==> config.mk <==
export PLATFORM = sky130hd
export DESIGN_NAME = cfar_frame_peak_finder
export DESIGN_NICKNAME = d
export VERILOG_FILES = /design/src/rtl/cfar_pkg.sv /design/src/rtl/cfar_peak_cmp.sv /design/src/rtl/cfar_frame_peak_finder.sv
export SDC_FILE = /design/constraint.sdc
export NUM_CORES = 1
export LEC_CHECK = 0
export ABC_CLOCK_PERIOD_IN_PS = 2700
export BUFFER_PORTS_ARGS = -buffer_cell sky130_fd_sc_hd__buf_4
export CELL_PAD_IN_SITES_DETAIL_PLACEMENT = 0
export CELL_PAD_IN_SITES_GLOBAL_PLACEMENT = 1
export CORE_AREA = 3 3 115 117
export DETAILED_ROUTE_END_ITERATION = 10
export DIE_AREA = 0 0 118 120
export PLACE_DENSITY = 0.71
export SYNTH_ARGS = -nofsm -noshare
export SYNTH_HDL_FRONTEND = slang
export SYNTH_SLANG_ARGS = --single-unit
export TNS_END_PERCENT = 20
==> constraint.sdc <==
create_clock -name clk -period 2.7 [get_ports clk]
set_input_delay 0.405 -clock clk [delete_from_list [all_inputs] [get_ports clk]]
set_output_delay 0.405 -clock clk [all_outputs]
set_load 0.05 [all_outputs]
==> src/rtl/cfar_pkg.sv <==
// Shared types and constants for the CFAR frame peak finder.
package cfar_pkg;

  localparam int CFAR_PWR_W = 29;

  typedef enum logic {
    IDLE  = 1'b0,
    ACCUM = 1'b1
  } state_t;

  // Index width that never collapses to zero bits for tiny frames.
  function automatic int clog2_min1(input int n);
    return (n <= 2) ? 1 : $clog2(n);
  endfunction

endpackage

==> src/rtl/cfar_peak_cmp.sv <==
// Combinational compare/select: decides whether a new sample replaces the running peak.
module cfar_peak_cmp
  import cfar_pkg::*;
#(
  parameter int DATA_W   = CFAR_PWR_W,
  parameter int IDX_W    = 9,
  parameter bit TIE_LAST = 1'b0
) (
  input  logic [DATA_W-1:0] sample,
  input  logic [IDX_W-1:0]  idx,
  input  logic [DATA_W-1:0] run_max,
  input  logic [IDX_W-1:0]  run_idx,
  output logic [DATA_W-1:0] next_max,
  output logic [IDX_W-1:0]  next_idx
);

  logic take;

  always_comb begin
    // Equal values only displace the held peak when the latest index should win.
    take     = (sample > run_max) || (TIE_LAST && (sample == run_max));
    next_max = take ? sample : run_max;
    next_idx = take ? idx : run_idx;
  end

endmodule

==> src/rtl/cfar_frame_peak_finder.sv <==
// Streaming per-frame peak search over CFAR power samples.
// Optional per-frame threshold hit counter enabled by defining CFAR_PEAK_THRESH_EN.
module cfar_frame_peak_finder
  import cfar_pkg::*;
#(
  parameter int  DATA_W    = CFAR_PWR_W,
  parameter int  FRAME_LEN = 512,
  parameter bit  TIE_LAST  = 1'b0,
  localparam int IDX_W     = clog2_min1(FRAME_LEN)
) (
  input  logic              clk,
  input  logic              reset,
  input  logic              enb,
  input  logic [DATA_W-1:0] power_in,
  input  logic              input_valid,
  input  logic              frame_start,
`ifdef CFAR_PEAK_THRESH_EN
  input  logic [DATA_W-1:0] threshold,
  output logic [IDX_W:0]    hit_count,
`endif
  output logic [DATA_W-1:0] max_value,
  output logic [IDX_W-1:0]  index_out,
  output logic              max_valid,
  output logic              frame_err
);

  localparam logic [IDX_W-1:0] LAST_IDX = IDX_W'(FRAME_LEN - 1);

  state_t              state_reg;
  logic [IDX_W-1:0]    count_reg;
  logic [DATA_W-1:0]   run_max_reg;
  logic [IDX_W-1:0]    run_idx_reg;
  logic [DATA_W-1:0]   max_value_reg;
  logic [IDX_W-1:0]    index_out_reg;
  logic                max_valid_reg;
  logic                frame_err_reg;
  logic [DATA_W-1:0]   cmp_max;
  logic [IDX_W-1:0]    cmp_idx;
  logic                accept_start;
  logic                accept_cont;
  logic                accept_last;

  cfar_peak_cmp #(
    .DATA_W   (DATA_W),
    .IDX_W    (IDX_W),
    .TIE_LAST (TIE_LAST)
  ) u_cmp (
    .sample   (power_in),
    .idx      (count_reg),
    .run_max  (run_max_reg),
    .run_idx  (run_idx_reg),
    .next_max (cmp_max),
    .next_idx (cmp_idx)
  );

  // frame_start always (re)opens a frame; otherwise only ACCUM consumes samples.
  assign accept_start = enb && input_valid && frame_start;
  assign accept_cont  = enb && input_valid && !frame_start && (state_reg == ACCUM);
  assign accept_last  = accept_cont && (count_reg == LAST_IDX);

  always_ff @(posedge clk) begin
    if (reset) begin
      state_reg     <= IDLE;
      count_reg     <= '0;
      run_max_reg   <= '0;
      run_idx_reg   <= '0;
      max_value_reg <= '0;
      index_out_reg <= '0;
      max_valid_reg <= 1'b0;
      frame_err_reg <= 1'b0;
    end else if (enb) begin
      max_valid_reg <= 1'b0;
      frame_err_reg <= 1'b0;
      if (accept_start) begin
        frame_err_reg <= (state_reg == ACCUM);
        state_reg     <= ACCUM;
        run_max_reg   <= power_in;
        run_idx_reg   <= '0;
        count_reg     <= IDX_W'(1);
      end else if (accept_cont) begin
        run_max_reg <= cmp_max;
        run_idx_reg <= cmp_idx;
        if (accept_last) begin
          max_value_reg <= cmp_max;
          index_out_reg <= cmp_idx;
          max_valid_reg <= 1'b1;
          state_reg     <= IDLE;
          count_reg     <= '0;
        end else begin
          count_reg <= count_reg + IDX_W'(1);
        end
      end
    end
  end

`ifdef CFAR_PEAK_THRESH_EN
  logic [IDX_W:0] hit_acc_reg;
  logic [IDX_W:0] hit_count_reg;
  logic [IDX_W:0] hit_inc;

  assign hit_inc = {{IDX_W{1'b0}}, (power_in > threshold)};

  always_ff @(posedge clk) begin
    if (reset) begin
      hit_acc_reg   <= '0;
      hit_count_reg <= '0;
    end else if (accept_start) begin
      hit_acc_reg <= hit_inc;
    end else if (accept_last) begin
      hit_count_reg <= hit_acc_reg + hit_inc;
      hit_acc_reg   <= '0;
    end else if (accept_cont) begin
      hit_acc_reg <= hit_acc_reg + hit_inc;
    end
  end

  assign hit_count = hit_count_reg;
`endif

  assign max_value = max_value_reg;
  assign index_out = index_out_reg;
  assign max_valid = max_valid_reg;
  assign frame_err = frame_err_reg;

endmodule

# Yosys cells after proc, flatten, opt, wreduce, memory -nomap -nowiden
# Cells that the tools add are included.
[word_totals]
register_bits = 88
elab_cells = 39
inputBits = 34
[op_classes]
n_mux = 16
n_reduce_logical = 11
eq_ne = 1
addsub = 1
bitwise_logic = 1
n_lt_le_gt_ge = 1
[ops]
columns = ["cell", "count"]
rows = [
  ["two-way mux 29 bit", 3],
  ["two-way mux 9 bit", 6],
  ["greater-than comparator 29 bit", 1],
  ["adder 9 x 1 -> 9 bit (second input constant)", 1],
  ["== test 9 bit (second input constant)", 1],
  ["two-way mux 1 bit", 7],
  ["logical AND 1 bit", 5],
  ["AND reduction 4 bit", 1],
  ["nonzero test 2 bit", 2],
  ["AND reduction 3 bit", 1],
  ["AND reduction 2 bit", 1],
  ["zero test 1 bit", 1],
  ["NOT 1 bit", 1],
]

# Logic depth before layout (Yosys ltp)
# Gate-level depths: netlist of the first run.
[depth]
word_depth = 7
mapped_depth = 10
depth_no_buf = 9

# Modules after synthesis
# From an unflattened synthesis of the first run, not the netlist that was laid out.
[unflattened]
cells_unflattened = 604
hier_area_um2 = 5009.8
[modules_own_cells]
columns = ["mod", "area_per_inst_um2", "cells_each", "seq_area_each_um2", "n_inst"]
rows = [
  ["cfar_frame_peak_finder", 3799.9, 458, 1761.7, 1],
  ["cfar_peak_cmp", 1209.9, 146, 0.0, 1],
]

# Worst setup path before layout of the first run
# No wires, ideal clock.
[synth_path]
kind = "input -> register"
startpoint = "input power_in[27]"
endpoint = "register max_value_reg[0] (netlist: max_value[0])"
stages = 9
slack_ns = 0.432
arrival_time_ns = 2.177
setup_ns = 0.091
t_required_ns = 2.609
path_cell_list = "ha_1 a21oi_1 nand2_1 a221o_1 o21ai_2 buf_2 buf_4 nand3_1 a311oi_1"
[synth_via]
elab_chain_cells = 2
[synth_rtl]
columns = ["element", "line", "rtl"]
rows = [
  ["start, declared", "cfar_frame_peak_finder.sv:14", "input logic [DATA_W-1:0] power_in,"],
  ["greater-than comparator 29 bit", "cfar_peak_cmp.sv:21", "take = (sample > run_max) || (TIE_LAST && (sample == run_max));"],
  ["two-way mux 29 bit", "cfar_peak_cmp.sv:22", "next_max = take ? sample : run_max;"],
  ["end signal, assigned", "cfar_frame_peak_finder.sv:84", "max_value_reg <= cmp_max;"],
  ["end, declared", "cfar_frame_peak_finder.sv:33", "logic [DATA_W-1:0] max_value_reg;"],
]
# Every way passes these cells.
# A chain may end at the register's enable or synchronous reset.

# Final worst setup path of the first run
[layout_path]
startpoint = "register run_max_reg[28]"
endpoint = "register max_value_reg[4] (netlist: max_value[4])"
[layout_via]
elab_chain_cells = 2
[layout_rtl]
columns = ["element", "line", "rtl"]
rows = [
  ["start, declared", "cfar_frame_peak_finder.sv:31", "logic [DATA_W-1:0] run_max_reg;"],
  ["start signal, assigned", "cfar_frame_peak_finder.sv:77", "run_max_reg <= power_in;"],
  ["start signal, assigned", "cfar_frame_peak_finder.sv:81", "run_max_reg <= cmp_max;"],
  ["greater-than comparator 29 bit", "cfar_peak_cmp.sv:21", ""],
  ["two-way mux 29 bit", "cfar_peak_cmp.sv:22", ""],
]
# Every way passes these cells.

==> reports/qor.yml, run 1 <==
finalHoldViolCount: 0
ios: 74
power_frac_comb_pct: 11.7
slowest_delay_ps: 370
coreArea_sq_um: 12500
finalSetupViolCount: 0
cts_tree: "yes"
clk_path_buf_depth: 2
drv_cap: 0
dp_hpwl_microns: 8490
ys.flop_type: "dfxtp_1"
crit_chain: "inv_1 > ha_1 > nand4_2 > nor4_4 > buf_4 > nand2_1 > o21a_1 > buf_4 > o21ai_0 > a311oi_1"
antenna_left: 0
p_int_uw: 2200
period_share_pct: 91.0
hp-class: "input port to flip-flop"
drt_wl_total_microns: 12100
worstSkewPairLatency_ps: 350
rows: 41
avgSynthCellArea_sq_um: 8.58
grt_antenna_before_repair: 0
relSlewSlack_pct: 33.3
cp_slowest_cell: "dfxtp_1"
dieArea_sq_um: 14200
min_period_ps: 2460
tns_ps: 0
syn-cell-area_sq_um: 4740
cp_top_family: "simple AND/OR/NAND/NOR gates"
via_per_inst: 5.23
grt_pass1_wl_microns: 20200
ys_ff_latch: 88
worst-setup-path-type: "flip-flop to flip-flop"
drive_above_1_share_pct: 19.2
io_buffers: 73
powerDensity_nw_per_um2: 515
yosysWarnings: 0
worstMarginPinSlew_ps: 1000
die_h_microns: 120
crit_path_end_kind: "flip-flop"
final.setup_skew_ps: 8.54
p_seq_share_pct: 44.5
ir_drop_mv: 0.259
vias: 4144
netlist-cell-type-count: 39
layout.nets: 680
critical_path_required_ps: 2880
fmax_mhz: 407
grt_setup_unrepaired: "no"
finalMaxSlewViolations: 0
start_util_pct: 38.0
arrival_ps: 2640
drc: 0
p_switching_uw: 799
areaGrowthSynthToFinish_pct: 23.0
clk_pin_slew_worst_paths_ps: 70
status: "completed"
critPathBufInv: 3
clockRootBuffer: "clkbuf_16"
synth-edff-count: 0
switching_share_pct: 26.7
worst_setup_path_start_kind: "flip-flop"
antenna_cells: 0
utilization_pct: 46.7
dr.pass1.iters: 4
numClockSinks: 88
grt_start_max_net_pins: 115
netlist_instances: 552
place.gp.congestion: 0.765
drt_iter0_drc: 233
cp_max_fo: 16
numCtsBuffers: 9
grt.overflow.total: 0
h-tree-depth: 3
worst_path_most_repeated_cell: "buf_4"
fp.dieW_microns: 118
pwr-share-clk_pct: 43.7
synth_nets: 617
wire_per_inst_microns: 15.3
synthArstFlopShare_pct: 0
ctsHoldBuffers: 0
grtUsageTotal_pct: 17.5
p_leak_uw: 0.00213
synth_seq_area_share_pct: 37.2
grt_pass1_vias: 4037
-- synth_stat cells (9+ instances only) --
cell type,instances,area share [%]
o2bb2ai_1,9,1.7
nor2_1,52,4.1
o21ai_1,20,2.1
nand2b_1,67,8.9
inv_1,33,2.6
mux2i_1,29,6.1
clkbuf_1,22,1.7
o21ai_0,21,2.2
a21oi_1,19,2.0
ha_1,31,8.2
nand2_1,15,1.2
dfxtp_1,88,37
a311oi_1,39,7.2
nand3_1,45,4.8
-- worst paths after layout --
kind	to	startpoint	slack, ps	depth (start not counted)
hold reg to reg	frame_err	frame_err	460	2
setup / recovery	max_value[4]	run_max_reg[28]	240	10
hold / removal	run_max_reg[28]	power_in[28]	340	3
setup reg to reg	max_value[4]	run_max_reg[28]	240	10
-- kinds of logic (layout without fill, tap and decap cells) --
logic type / count (synthesis) / count (layout) / synth area share, %
and+or+nand+nor: 201 / 201 / 22.5
AOI/OAI and AO/OA: 124 / 124 / 18.4
DFF: 88 / 88 / 37.2
buffers and inverters: 74 / 142 / 6.71
adders and majority gates: 31 / 31 / 8.19
muxes: 29 / 29 / 6.13
xor gates and xnor gates: 5 / 5 / 0.925
-- cells in the final DEF, fill, tap and decap left out, types with 2 or more instances in the layout --
| cell type | count |
|---|---|
| a21o_1 | 2 |
| a21oi_1 | 19 |
| a22oi_1 | 2 |
| a311oi_1 | 39 |
| and3_1 | 4 |
| buf_12 | 4 |
| buf_4 | 89 |
| clkbuf_16 | 9 |
| dfxtp_1 | 88 |
| ha_1 | 31 |
| inv_1 | 33 |
| inv_6 | 3 |
| mux2i_1 | 29 |
| nand2_1 | 15 |
| nand2b_1 | 67 |
| nand3_1 | 44 |
| nand4_1 | 8 |
| nor2_1 | 52 |
| nor3_1 | 2 |
| o21a_1 | 4 |
| o21ai_0 | 21 |
| o21ai_1 | 20 |
| o2bb2ai_1 | 9 |
| xor2_1 | 5 |
-- cell type report --
class	instances	area (sq um)
Timing Repair Buffer	93	748
Inverter	33	124
Clock buffer	9	225
Sequential cell	88	1760
Fill cell	1263	6640
Clock inverter	7	77.6
Tap cell	172	215
Multi-Input combinational cell	390	2670
-- layer usage --
metal | track usage [%] | vias to the layer above | wire, microns
li1 | - | 2098 | -
met1 | 23.1 | 1953 | 5860
met2 | 28.3 | 78 | 5650
met3 | 3.49 | 15 | 438
met4 | 6.81 | 0 | 194
met5 | 0 | - | 0
-- tightest hold or removal path, delay by kind of cell --
| kind | cells | cell delay (ps) |
|---|---|---|
| buffers and inverters | 1 | 120 |
| AND/OR/NAND/NOR | 1 | 60 |
| multiplexers | 1 | 60 |
-- through the flow --
step	total power (uW)	hold slack (ps)	cell area [sq um]	instances	worst slack (ps)
after floorplan	1590	456	4740	552	432
after CTS	3020	333	5820	791	168
after global routing	3120	346	5830	792	15.5
after detailed placement	1720	452	5520	775	76.6
after global placement	1710	444	5520	775	110
final	3000	345	5830	792	243
-- repair_timing --
| item | 4_1_cts | 5_1_grt |
|---|---|---|
| gates resized for setup | 0 | 0 |
| setup buffers | 0 | 1 |
| setup endpoints to repair | 0 | 6 |
-- power groups by stage --
stage	clock network, uW	logic, uW	registers (uW)
after floorplan	0	229	1360
after global placement	0	351	1360
after detailed placement	0	354	1360
after CTS	1330	356	1330
after global routing	1390	397	1340
final	1310	352	1340
Power figures use the tool's default switching activity.
==> run 2, diff against run 1 <==
--- a/config.mk
+++ b/config.mk
@@ -5,14 +5,15 @@
 export SDC_FILE = /design/constraint.sdc
 export NUM_CORES = 1
 export LEC_CHECK = 0
+export ABC_AREA = 1
 export ABC_CLOCK_PERIOD_IN_PS = 2700
 export BUFFER_PORTS_ARGS = -buffer_cell sky130_fd_sc_hd__buf_4
 export CELL_PAD_IN_SITES_DETAIL_PLACEMENT = 0
 export CELL_PAD_IN_SITES_GLOBAL_PLACEMENT = 1
-export CORE_AREA = 3 3 115 117
+export CORE_AREA = 3 3 118 120
 export DETAILED_ROUTE_END_ITERATION = 10
-export DIE_AREA = 0 0 118 120
-export PLACE_DENSITY = 0.71
+export DIE_AREA = 0 0 121 123
+export PLACE_DENSITY = 0.75
 export SYNTH_ARGS = -nofsm -noshare
 export SYNTH_HDL_FRONTEND = slang
 export SYNTH_SLANG_ARGS = --single-unit
==> reports/qor.yml, run 2 <==
yosysWarnings: 0
ys_ff_latch: 88
r2r-start: "run_max_reg[12]"
via_per_inst: 4.78
worst_path_most_repeated_cell: "nand2_1"
drt_iter0_drc: 242
cp_max_fo: 17
synthXorXnorAreaFrac_pct: 0.173
dr.pass1.iters: 4
rows: 42
crit_path_end_kind: "flip-flop"
synthMuxAreaShare_pct: 0
grt_antenna_before_repair: 0
period_share_pct: 87.2
synth-compound-area-share_pct: 8.96
io_buffers: 73
p_leak_uw: 0.00293
vias: 4941
powerDensity_nw_per_um2: 494
cts_tree: "yes"
cp_slowest_cell: "dfxtp_1"
numClockSinks: 88
worst_setup_path_start_kind: "flip-flop"
final.setup_skew_ps: 6.79
grt_start_max_net_pins: 54
die_h_microns: 123
slowest_delay_ps: 330
synthSimpleGateAreaFrac_pct: 34.0
clk_pin_slew_worst_paths_ps: 60
grt_setup_unrepaired: "no"
ctsHoldBuffers: 0
netlist_instances: 796
finalSetupViolCount: 0
utilization_pct: 46.0
postCtsSetupBuffers: 0
cp-startpoint: "run_max_reg[12]"
drc: 0
ios: 74
ys.flop_type: "dfxtp_1"
synth_nets: 861
coreArea_sq_um: 13100
clk_path_buf_depth: 2
clockRootBuffer: "clkbuf_16"
synth.top_cell.area_share_pct: 34.8
antenna_left: 0
avgSynthCellArea_sq_um: 6.35
antenna_cells: 0
syn-cell-area_sq_um: 5060
critical_path_required_ps: 2940
hp-class: "input port to flip-flop"
ir_drop_mv: 0.232
layout.nets: 918
start_util_pct: 38.6
worstMarginPinSlew_ps: 1200
status: "completed"
fp.dieW_microns: 121
numCtsBuffers: 9
dp_hpwl_microns: 8860
dieArea_sq_um: 14900
finalMaxSlewViolations: 0
synth_top_family_by_area: "simple AND/OR/NAND/NOR gates"
place.gp.congestion: 0.772
fmax_mhz: 425
synth-adder-area-share_pct: 7.67
grt_pass1_vias: 4729
ys_top_cells_by_count: "nand2_1, inv_1, nand3_1"
finalHoldViolCount: 0
arrival_ps: 2600
synth_top_area_cell: "dfxtp_1"
areaGrowthSynthToFinish_pct: 19.0
wire_per_inst_microns: 12.8
grt_pass1_wl_microns: 22600
worstSkewPairLatency_ps: 340
drv_cap: 0
grtUsageTotal_pct: 18.9
hold_start: "enb"
min_period_ps: 2350
final_common_cell: "nand2_1"
tns_ps: 0
synth_seq_area_share_pct: 34.8
drt_wl_total_microns: 13300
fillers: 1372
crit_chain: "inv_1 > ha_1 > nand2_1 > nor2_1 > inv_1 > nor2_1 > nand2_1 > nand2_1 > nand2_1 > nand2_2 > buf_4 > nand3_1 > nand2_1 > nand2_1 > nand2_1 > inv_1"
synthArstFlopShare_pct: 0
drive_above_1_share_pct: 12.7
worst-setup-path-type: "flip-flop to flip-flop"
netlist-cell-type-count: 23
final_cell_mix: "nand2_1, inv_1, nand3_1"
grt.overflow.total: 0
relSlewSlack_pct: 19.5
cts_resized: 0
h-tree-depth: 3
yosysMostFrequentCell: "nand2_1"
synth-edff-count: 0
synth_area_leaders: "dfxtp_1, nand2_1, nand3_1"
[run 2: routing by layer]
| metal | vias up | part of all wire [%] | global-route usage, % |
|---|---|---|---|
| met3 | 13 | 3.6 | 2.97 |
| li1 | 2600 | - | - |
| met1 | 2234 | 47 | 23.9 |
| met4 | 0 | 1.6 | 7.65 |
| met5 | - | 0 | 0 |
| met2 | 94 | 48 | 32.3 |
[run 2: final cells by class]
type	instances	area [sq um]	area share, %
Timing Repair Buffer	86	671	11.1
Multi-Input combinational cell	530	2580	42.9
Tap cell	176	220	3.66
Inverter	138	518	8.61
Clock buffer	12	246	4.10
Clock inverter	4	20.0	0.333
Sequential cell	88	1760	29.3
[run 2: path summary, 6_finish.rpt]
check,endpoint,slack (ps),cells past startpoint
worst max-delay path,index_out[4],350,16
worst min-delay path,max_valid,340,4
worst max register to register,index_out[4],350,16
worst min register to register,run_idx_reg[7],460,2
[run 2: metrics by stage]
stage	hold slack, ps	area (sq um)	total power (uW)	cells	worst slack (ps)
floorplan	445	5060	1700	796	723
global placement	451	5750	1840	1018	216
detailed placement	456	5750	1850	1018	169
CTS	328	6020	3020	1034	300
global route	372	6020	3140	1034	43.9
finish	340	6020	2970	1034	345
[run 2: where the power goes]
part	internal, uW	total (uW)	switching [uW]
Sequential	1330	1350	15.5
Combinational	168	472	304
Clock	643	1150	511
Total	2140	2970	831
[run 2: critical path: cells and delay by family, from the launching register on]
family	cells	cell delay (ps)
fa+ha+maj	1	280
buf+inv	4	430
simple gates	11	1200
flops	1	330
[run 2: kinds of logic (layout without fill, tap and decap cells)]
logic type | count (synthesis) | after routing
buf+inv | 178 | 240
compound gates | 89 | 89
fa+ha+maj | 31 | 31
simple gates | 409 | 409
flops | 88 | 88
xor+xnor | 1 | 1
==> run 3, diff against run 2 <==
--- a/config.mk
+++ b/config.mk
@@ -10,11 +10,12 @@
 export BUFFER_PORTS_ARGS = -buffer_cell sky130_fd_sc_hd__buf_4
 export CELL_PAD_IN_SITES_DETAIL_PLACEMENT = 0
 export CELL_PAD_IN_SITES_GLOBAL_PLACEMENT = 1
-export CORE_AREA = 3 3 118 120
+export CORE_AREA = 3 3 116 118
 export DETAILED_ROUTE_END_ITERATION = 10
-export DIE_AREA = 0 0 121 123
-export PLACE_DENSITY = 0.75
+export DIE_AREA = 0 0 119 121
+export PLACE_DENSITY = 0.74
 export SYNTH_ARGS = -nofsm -noshare
 export SYNTH_HDL_FRONTEND = slang
+export SYNTH_HIERARCHICAL = 1
 export SYNTH_SLANG_ARGS = --single-unit
 export TNS_END_PERCENT = 20
==> reports/qor.yml, run 3 <==
status: "completed"
dp_cells: 942
cts_resized: 0
critical_path_required_ps: 2930
worst-setup-path-type: "flip-flop to flip-flop"
cp_slowest_cell: "dfxtp_1"
synth_top_area_cell: "dfxtp_1"
netlist-cell-type-count: 24
synthSimpleGateAreaFrac_pct: 29.6
dr.pass1.iters: 5
synth_area_leaders: "dfxtp_1, nand2_1, a21oi_1"
drv_cap: 0
busiest_layer: "met2"
worstSkewPairLatency_ps: 350
whs_ps: 338
drt_wl_total_microns: 13300
tns_ps: 0
relSlewSlack_pct: 55.2
finalHoldViolCount: 0
grt_start_max_net_pins: 53
dp_hpwl_microns: 8930
clk_path_buf_depth: 2
drive_above_1_share_pct: 18.1
synth_top_family_by_area: "simple AND/OR/NAND/NOR gates"
p_leak_uw: 0.00252
synth.top_cell.area_share_pct: 36.3
worstMarginPinSlew_ps: 670
finalMaxSlewViolations: 0
die_h_microns: 121
fp.dieW_microns: 119
hp-class: "input port to flip-flop"
powerDensity_nw_per_um2: 528
final.setup_skew_ps: 4.69
antenna_left: 0
critPathBufInv: 2
finalSetupViolCount: 0
fmax_mhz: 436
grtUsageTotal_pct: 18.9
cp-startpoint: "run_max_reg[28]"
drc: 0
drt_iter0_drc: 233
avgSynthCellArea_sq_um: 6.71
yosysMostFrequentCell: "nand2_1"
ios: 74
rows: 41
worst_path_most_repeated_cell: "nand2_1"
areaGrowthSynthToFinish_pct: 20.1
synth_nets: 788
ys_ff_latch: 88
gr-usage-met3_pct: 3.08
netlist_instances: 723
hold_start: "enb"
ctsHoldBuffers: 0
crit_path_end_kind: "flip-flop"
r2r-start: "run_max_reg[28]"
cp_top_family: "simple AND/OR/NAND/NOR gates"
synth_seq_area_share_pct: 36.3
ir_drop_mv: 0.270
grt_antenna_before_repair: 0
layout.nets: 846
synth-edff-count: 0
syn-cell-area_sq_um: 4850
place.gp.congestion: 0.810
cp_max_fo: 22
synth-adder-area-share_pct: 8.00
ys_top_cells_by_count: "nand2_1, a21oi_1, dfxtp_1"
wire_per_inst_microns: 13.8
synthXorXnorAreaFrac_pct: 0
crit_chain: "inv_1 > ha_1 > nand2_1 > nor2_2 > nand4_1 > nor2_1 > nand2_1 > nand2_1 > nand2_1 > buf_4 > nand2_1 > nand2_1 > o21ai_0 > a21oi_1"
final_cell_mix: "nand2_1, a21oi_1, buf_4"
start_util_pct: 38.6
clockRootBuffer: "clkbuf_16"
numClockSinks: 88
dieArea_sq_um: 14400
antenna_cells: 0
worst_setup_path_start_kind: "flip-flop"
final_common_cell: "nand2_1"
period_share_pct: 84.9
slowest_delay_ps: 350
arrival_ps: 2520
coreArea_sq_um: 12600
h-tree-depth: 3
grt_pass1_wl_microns: 22000
clk_pin_slew_worst_paths_ps: 60
vias: 4712
min_period_ps: 2290
cts_tree: "yes"
ys.flop_type: "dfxtp_1"
synthArstFlopShare_pct: 0
gr-usage-met1_pct: 25.1
postCtsSetupBuffers: 0
grt.overflow.total: 0
synthMuxAreaShare_pct: 0
io_buffers: 73
numCtsBuffers: 9
yosysWarnings: 6
synth-compound-area-share_pct: 16.6
via_per_inst: 4.92
use_met2_pct: 30.7
grt_pass1_vias: 4447
final-instance-count-excl-fill: 958
grt_setup_unrepaired: "no"
## run 3: cell types whose count changed after synthesis, sizes merged, moves of 2 or more
| cell | previous run | this run |
|---|---|---|
| a21o | 0 | 2 |
| buf | 20 | 22 |
| or2 | 0 | 29 |
| clkbuf | 20 | 22 |
| nor2 | 97 | 19 |
| nand3 | 119 | 49 |
| nand2 | 183 | 238 |
| inv | 138 | 60 |
| o21ai | 30 | 60 |
| nor3 | 8 | 2 |
| a21oi | 56 | 96 |
## run 3: power breakdown
group          internal [uW]  leakage [uW]  switching, uW
Combinational            170       0.00166            282
Clock                    741      0.000145            534
Sequential              1330      0.000713           21.0
## run 3: layer usage
layer / vias to the layer above / share of wire, %
li1: 2454 / -
met2: 84 / 47
met5: - / 0
met4: 0 / 1.6
met1: 2159 / 48
met3: 15 / 3.5
## run 3: cell type report
type	instances	area [sq um]
fillers	1329	6750
well taps	172	215
flip-flops and latches	88	1760
repair buffers	91	683
clock inverters	5	56.3
inverters	60	225
clock buffers	11	243
multi-input cells	531	2640
## run 3: worst reg2reg max path: stages (launching register included)
cell	delay [ps]
dfxtp_1	350
inv_1	50
ha_1	280
nand2_1	90
nor2_2	140
nand4_1	140
nor2_1	170
nand2_1	70
nand2_1	100
nand2_1	80
buf_4	230
nand2_1	100
nand2_1	70
o21ai_0	200
a21oi_1	100
## run 3: through the flow
stage	instance area, sq um	util (%)	total power (uW)	worst slack [ps]
floorplan	4850	-	1690	691
global placement	5520	44.0	1820	338
detailed placement	5520	44.0	1830	272
CTS	5820	46.3	3120	402
global route	5820	46.3	3250	140
finish	5820	46.3	3080	407
## run 3: final timing paths
kind / depth (start not counted) / slack [ps] / end
setup / recovery: 14 / 410 / run_max_reg[7]
hold / removal: 4 / 340 / max_valid
setup reg to reg: 14 / 410 / run_max_reg[7]
hold reg to reg: 2 / 460 / run_idx_reg[6]
## run 3: kinds of logic after synthesis
kind of cell	Yosys count
AOI/OAI and AO/OA	159
adders and majority gates	31
buffers and inverters	104
DFF	88
and+or+nand+nor	341
